<file path="config.mk">
export PLATFORM = sky130hd
export DESIGN_NAME = mc_controller
export DESIGN_NICKNAME = d
export VERILOG_FILES = /design/src/rtl/mc_pkg.sv /design/src/rtl/aludec.sv /design/src/rtl/mc_controller.sv
export SDC_FILE = /design/constraint.sdc
export NUM_CORES = 1
export LEC_CHECK = 0
export BUFFER_PORTS_ARGS = -buffer_cell sky130_fd_sc_hd__buf_2
export CELL_PAD_IN_SITES_DETAIL_PLACEMENT = 0
export CELL_PAD_IN_SITES_GLOBAL_PLACEMENT = 1
export CORE_MARGIN = 5
export CORE_UTILIZATION = 37
export CTS_CLUSTER_DIAMETER = 50
export DETAILED_ROUTE_END_ITERATION = 8
export MAX_ROUTING_LAYER = met4
export PLACE_DENSITY_LB_ADDON = 0.1
export SLEW_MARGIN = 0
export SYNTH_ARGS = -nofsm -noshare
export SYNTH_HDL_FRONTEND = slang
export SYNTH_SLANG_ARGS = --single-unit
</file>
<file path="constraint.sdc">
create_clock -name clk -period 2.05 [get_ports clk]
set_clock_uncertainty 0.1 [all_clocks]
set_input_delay 0.5125 -clock clk [delete_from_list [all_inputs] [get_ports clk]]
set_output_delay 0.5125 -clock clk [all_outputs]
set_load 0.01 [all_outputs]
</file>
<file path="src/rtl/mc_pkg.sv">
// rtl/mc_pkg.sv - shared types and constants for the multicycle controller
// Purpose: state encoding, opcode/funct constants, aluop codes, the
//          per-state control word and the Moore output table.
// Ports:   none (package).
package mc_pkg;

  typedef enum logic [3:0] {
    S_FETCH    = 4'd0,
    S_DECODE   = 4'd1,
    S_MEMADR   = 4'd2,
    S_MEMRD    = 4'd3,
    S_MEMWB    = 4'd4,
    S_MEMWR    = 4'd5,
    S_EXECUTE  = 4'd6,
    S_ALUWB    = 4'd7,
    S_BEQ      = 4'd8,
    S_ADDIEXEC = 4'd9,
    S_ADDIWB   = 4'd10,
    S_JUMP     = 4'd11
  } state_t;

  localparam logic [5:0] OP_RTYPE = 6'b000000;
  localparam logic [5:0] OP_LW    = 6'b100011;
  localparam logic [5:0] OP_SW    = 6'b101011;
  localparam logic [5:0] OP_BEQ   = 6'b000100;
  localparam logic [5:0] OP_ADDI  = 6'b001000;
  localparam logic [5:0] OP_J     = 6'b000010;

  localparam logic [5:0] FN_ADD = 6'b100000;
  localparam logic [5:0] FN_SUB = 6'b100010;
  localparam logic [5:0] FN_AND = 6'b100100;
  localparam logic [5:0] FN_OR  = 6'b100101;
  localparam logic [5:0] FN_SLT = 6'b101010;

  localparam logic [1:0] ALUOP_ADD   = 2'b00;
  localparam logic [1:0] ALUOP_SUB   = 2'b01;
  localparam logic [1:0] ALUOP_FUNCT = 2'b10;
  localparam logic [1:0] ALUOP_ADD2  = 2'b11;

  typedef struct packed {
    logic       pcwrite;
    logic       branch;
    logic       irwrite;
    logic       regwrite;
    logic       memwrite;
    logic       alusrca;
    logic       iord;
    logic       memtoreg;
    logic       regdst;
    logic [1:0] alusrcb;
    logic [1:0] pcsrc;
    logic [1:0] aluop;
  } ctrl_t;

  // Moore output table: the control word belonging to each state.
  function automatic ctrl_t ctrl_for(input state_t s);
    ctrl_t c;
    c = '0;
    case (s)
      S_FETCH: begin
        c.alusrcb = 2'b01;
        c.irwrite = 1'b1;
        c.pcwrite = 1'b1;
      end
      S_DECODE:  c.alusrcb = 2'b11;
      S_MEMADR, S_ADDIEXEC: begin
        c.alusrca = 1'b1;
        c.alusrcb = 2'b10;
      end
      S_MEMRD:   c.iord = 1'b1;
      S_MEMWB: begin
        c.memtoreg = 1'b1;
        c.regwrite = 1'b1;
      end
      S_MEMWR: begin
        c.iord     = 1'b1;
        c.memwrite = 1'b1;
      end
      S_EXECUTE: begin
        c.alusrca = 1'b1;
        c.aluop   = ALUOP_FUNCT;
      end
      S_ALUWB: begin
        c.regdst   = 1'b1;
        c.regwrite = 1'b1;
      end
      S_BEQ: begin
        c.alusrca = 1'b1;
        c.aluop   = ALUOP_SUB;
        c.pcsrc   = 2'b01;
        c.branch  = 1'b1;
      end
      S_ADDIWB:  c.regwrite = 1'b1;
      S_JUMP: begin
        c.pcsrc   = 2'b10;
        c.pcwrite = 1'b1;
      end
      default:   c = '0;
    endcase
    return c;
  endfunction

endpackage

</file>
<file path="src/rtl/aludec.sv">
// rtl/aludec.sv - ALU operation decoder
// Purpose: maps aluop and the R-type funct field to the 3-bit ALU control.
// Ports:   funct (6b in), aluop (2b in), alucontrol (3b out).
module aludec
  import mc_pkg::*;
(
  input  logic [5:0] funct,
  input  logic [1:0] aluop,
  output logic [2:0] alucontrol
);

  always_comb begin
    alucontrol = 3'b010;
    case (aluop)
      ALUOP_ADD:  alucontrol = 3'b010;
      ALUOP_SUB:  alucontrol = 3'b110;
      ALUOP_ADD2: alucontrol = 3'b010;
      default: begin
        case (funct)
          FN_ADD:  alucontrol = 3'b010;
          FN_SUB:  alucontrol = 3'b110;
          FN_AND:  alucontrol = 3'b000;
          FN_OR:   alucontrol = 3'b001;
          FN_SLT:  alucontrol = 3'b111;
          default: alucontrol = 3'b010;
        endcase
      end
    endcase
  end

endmodule

</file>
<file path="src/rtl/mc_controller.sv">
// rtl/mc_controller.sv - multicycle processor control FSM
// Purpose: Moore FSM sequencing fetch/decode/execute/memory/writeback with
//          registered per-state control outputs, pcen generation and ALU decode.
// Ports:   clk, reset (async, active-low), op, funct, zero in;
//          pcen, irwrite, regwrite, memwrite (enables), alusrca, iord,
//          memtoreg, regdst, alusrcb, pcsrc (selects), alucontrol, state_dbg out.
module mc_controller
  import mc_pkg::*;
(
  input  logic       clk,
  input  logic       reset,
  input  logic [5:0] op,
  input  logic [5:0] funct,
  input  logic       zero,
  output logic       pcen,
  output logic       irwrite,
  output logic       regwrite,
  output logic       memwrite,
  output logic       alusrca,
  output logic       iord,
  output logic       memtoreg,
  output logic       regdst,
  output logic [1:0] alusrcb,
  output logic [1:0] pcsrc,
  output logic [2:0] alucontrol,
  output logic [3:0] state_dbg
);

  state_t r_state;
  ctrl_t  r_ctrl;
  state_t w_next;

  // op only matters when leaving DECODE or MEMADR.
  function automatic state_t next_state(input state_t s, input logic [5:0] opc);
    state_t n;
    n = S_FETCH;
    case (s)
      S_FETCH:    n = S_DECODE;
      S_DECODE: begin
        case (opc)
          OP_LW, OP_SW: n = S_MEMADR;
          OP_RTYPE:     n = S_EXECUTE;
          OP_BEQ:       n = S_BEQ;
          OP_ADDI:      n = S_ADDIEXEC;
          OP_J:         n = S_JUMP;
          default:      n = S_FETCH;
        endcase
      end
      S_MEMADR:   n = (opc == OP_LW) ? S_MEMRD : S_MEMWR;
      S_MEMRD:    n = S_MEMWB;
      S_EXECUTE:  n = S_ALUWB;
      S_ADDIEXEC: n = S_ADDIWB;
      default:    n = S_FETCH;
    endcase
    return n;
  endfunction

  assign w_next = next_state(r_state, op);

  // Control word is registered together with the state so outputs come
  // straight from flops; it always equals ctrl_for(r_state).
  always_ff @(posedge clk or negedge reset) begin
    if (!reset) begin
      r_state <= S_FETCH;
      r_ctrl  <= ctrl_for(S_FETCH);
    end else begin
      r_state <= w_next;
      r_ctrl  <= ctrl_for(w_next);
    end
  end

  // Write enables are gated by reset so nothing writes while reset is low,
  // yet FETCH takes effect as soon as reset releases.
  assign pcen      = reset & (r_ctrl.pcwrite | (r_ctrl.branch & zero));
  assign irwrite   = reset & r_ctrl.irwrite;
  assign regwrite  = reset & r_ctrl.regwrite;
  assign memwrite  = reset & r_ctrl.memwrite;
  assign alusrca   = r_ctrl.alusrca;
  assign iord      = r_ctrl.iord;
  assign memtoreg  = r_ctrl.memtoreg;
  assign regdst    = r_ctrl.regdst;
  assign alusrcb   = r_ctrl.alusrcb;
  assign pcsrc     = r_ctrl.pcsrc;
  assign state_dbg = r_state;

  aludec u_aludec (
    .funct      (funct),
    .aluop      (r_ctrl.aluop),
    .alucontrol (alucontrol)
  );

endmodule

</file>
==> summary.md <==
| Metric | Value |
|---|---|
| Status | finished clean |
| DRC viols | 0 |
| Leakage | 0.584 nW |
| Post-synth ARST share | 100% |
| Routed len/inst | 13.2 um |
| H-tree depth | 1 |
| Port bufs | 33 |
| Post-route cell area | 1170 um^2 |
| Final Hold Viols | 0 |
| Synth top area share | 36.0% |
| Reg area | 429 um^2 |
| F_max | 532 MHz |
| Horiz. Die Dim | 61.3 um |
| Clk sinks | 17 |
| Netlist Area Pre-Place | 972 um^2 |
| Die Area | 3750 um^2 |
| Register bit total from synthesis | 17 |
| Post-synth cell types | 37 |
| Worst Path Class, Setup | flip-flop to output pin |
| Max IR drop VDD | 0.533 mV |
| Clock Pin Slew Worst Setup and Hold Paths | 0.10 ns |
| Worst-Skew Late Latency | 0.28 ns |
| CP max-delay cell | dfrtp_1 |
| Post-DP Area | 1130 um^2 |
| Pwr Total | 0.00103 W |
| Synthesized area per cell | 11.0 um^2 |
| First-pass GRT wire length | 3.29 mm |
| Slew HR | 74.8% |
| Final ANT Viol Nets | 0 |
| IO Count | 34 |
| GRT Util Overall | 12.6% |
| Vias/cell | 5.04 |
| Top delay family on crit path | flip-flops |
| Final wirelength | 2.00 mm |
| Largest stage delay, worst path | 0.41 ns |
| TritonCTS clock tree | done |
| Unrepaired setup endpoints after global routing | false |
| DP HPWL | 1.66 mm |
| Crit-path max FO | 3 |
| Core box area | 2500 um^2 |
| Setup violators final | 0 |
| Hold WC Path Type | primary input to asynchronous set/reset pin |
| Synth Instances | 88 |
| Nets | 138 |
| GP Congestion | 0.820 |
| Sequential area share after synthesis | 44.1% |
| DR vias | 766 |
| Fraction of the cycle the final worst path needs | 91.6% |
| Initial Utilization | 38.9% |
| CTS root buf | clkbuf_4 |
| Max cap viols | 0 |
| Vias in the first global route | 723 |
| Most common flop cell mapped by yosys | dfrtp_1 |
| Share of layout cells above drive strength 1 | 43.4% |
| Row count | 18 |
| Power per cell area | 882 nW/um^2 |
| Ys Warns | 0 |
| Area of the multi-input gates | 458 um^2 |
| Die extent in y | 61.3 um |
| Crit path DAT | 1.27 ns |
| Total CTS buffers | 3 |
| Syn_nets | 103 |
| Gr ovfl total | 0 |
| Final Max Slew Viols | 0 |
| Tmin final | 1.88 ns |
| Synth top area cells | dfrtp_1 (36%), dfstp_2 (8.1%), buf_6 (4.6%) |
| Startpoint types | flip-flop |
| # fillers | 257 |
| Setup TNS | 0 ns |
| Bufs on Longest Clock Path | 2 |
| WP data required | 1.44 ns |
| DR pass1 iterations | 4 |
| Worst setup EP type | output pin |
| Critical path buffer and inverter count | 2 |
| EDFF count, synth | 0 |
| Critical Path, Cell by Cell | inv_1, nand4b_1, nand2b_1, o21ai_0, buf_2 |
| Initial antenna violation count | 0 |
| Worst-Margin Slew | 0.378 ns |
| Largest net degree at the start of global routing | 11 |
| Area added between synthesis and finish | 20.6% |
| DR iter-0 viols | 16 |
| Ant diodes | 0 |
| Largest area contributor in the netlist | dfrtp_1 |
[layer usage]
| metal | part of all wire (%) | GRT usage (%) | up-vias |
|---|---|---|---|
| met5 | 0 | - | - |
| met4 | 1.3 | 7.43 | 0 |
| met3 | 8.0 | 1.26 | 2 |
| met2 | 46 | 18.1 | 26 |
| met1 | 44 | 17.1 | 358 |
| li1 | - | - | 380 |
[metrics by stage]
stage	std cells	utilization, %	setup WS (ns)	hold WS, ns
after CTS	152	46.7	0.149	0.112
after global routing	152	46.9	0.0227	0.116
after detailed placement	147	45.2	0.166	0.268
after global placement	147	45.2	0.178	0.262
final	152	46.9	0.172	0.108
after floorplan	88	-	0.321	0.117
[synth_stat cells (2+ instances only)]
cell type   n
and2_1      6
o21ai_0     2
nor3_2      2
nor2_1      3
dfstp_2     3
nand3_1     2
dfrtp_1    14
a21o_1      2
nor3_1      5
xor2_1      2
inv_1       4
nor3b_1     4
nand2b_1    5
buf_4       4
buf_6       4
nand2_1     3
a21oi_1     3
[cell families after synthesis]
family	count (synthesis)	synth area share, %
simple gates	40	28.7
buf+inv	12	9.27
xor+xnor	3	2.70
flops	17	44.1
compound gates	16	15.2
[registers in the layout, indices dropped and copies added, names as in the netlist]
name       count
regdst         1
pcsrc          1
memtoreg       1
r_ctrl         6
state_dbg      4
alusrca        1
alusrcb        2
iord           1
[layout by cell type, fill, tap and decap left out, drive strengths merged, types with 3 or more instances in the layout]
cell	count
dfrtp	14
nand2	3
dfstp	3
nand2b	5
nor3b	5
and2	6
nor3	7
nor2	3
buf	37
a21oi	3
clkbuf	3
inv	4
[where the power goes]
group,internal (W),leakage (nW),total [W],switching [W]
Combinational,0.000188,0.345,0.000385,0.000197
Clock,0.0000724,0.0177,0.000173,0.000100
Sequential,0.000422,0.222,0.000477,0.0000544
[layout make-up]
cell class / count / area share (%)
Multi-Input combinational cell: 59 / 39.1
Sequential cell: 17 / 36.6
Timing Repair Buffer: 38 / 17.5
Tap cell: 30 / 3.20
Clock buffer: 3 / 1.92
Inverter: 4 / 1.28
Clock inverter: 1 / 0.427
[worst paths after layout]
check                                  start             to  slack (ns)  cells past startpoint
worst max-delay path               r_ctrl[0]  alucontrol[2]        0.17                      5
worst min-delay path                   reset   state_dbg[1]        0.11                      2
worst max register to register  state_dbg[2]     alusrcb[1]        0.28                      5
worst min register to register  state_dbg[3]      r_ctrl[1]        0.58                      3
max in group asynchronous              reset      r_ctrl[1]        1.10                      2
min in group clk                       op[1]      r_ctrl[1]        0.39                      2
[worst reg2reg max path, cell delays in order, from the launching register on]
cell,delay (ns)
dfrtp_1,0.52
nor4b_4,0.35
o2111ai_1,0.23
nand2_1,0.19
nand4bb_1,0.17
nand3_1,0.09
[repair_timing]
item | in CTS | in global routing
hold endpoints to repair | 4 | 0
setup endpoints to repair | 0 | 1
buffers inserted | 0 | 0
hold buffers | 1 | 0
gates resized for setup | 0 | 1
Note: power is estimated with default switching activity, not from simulation.
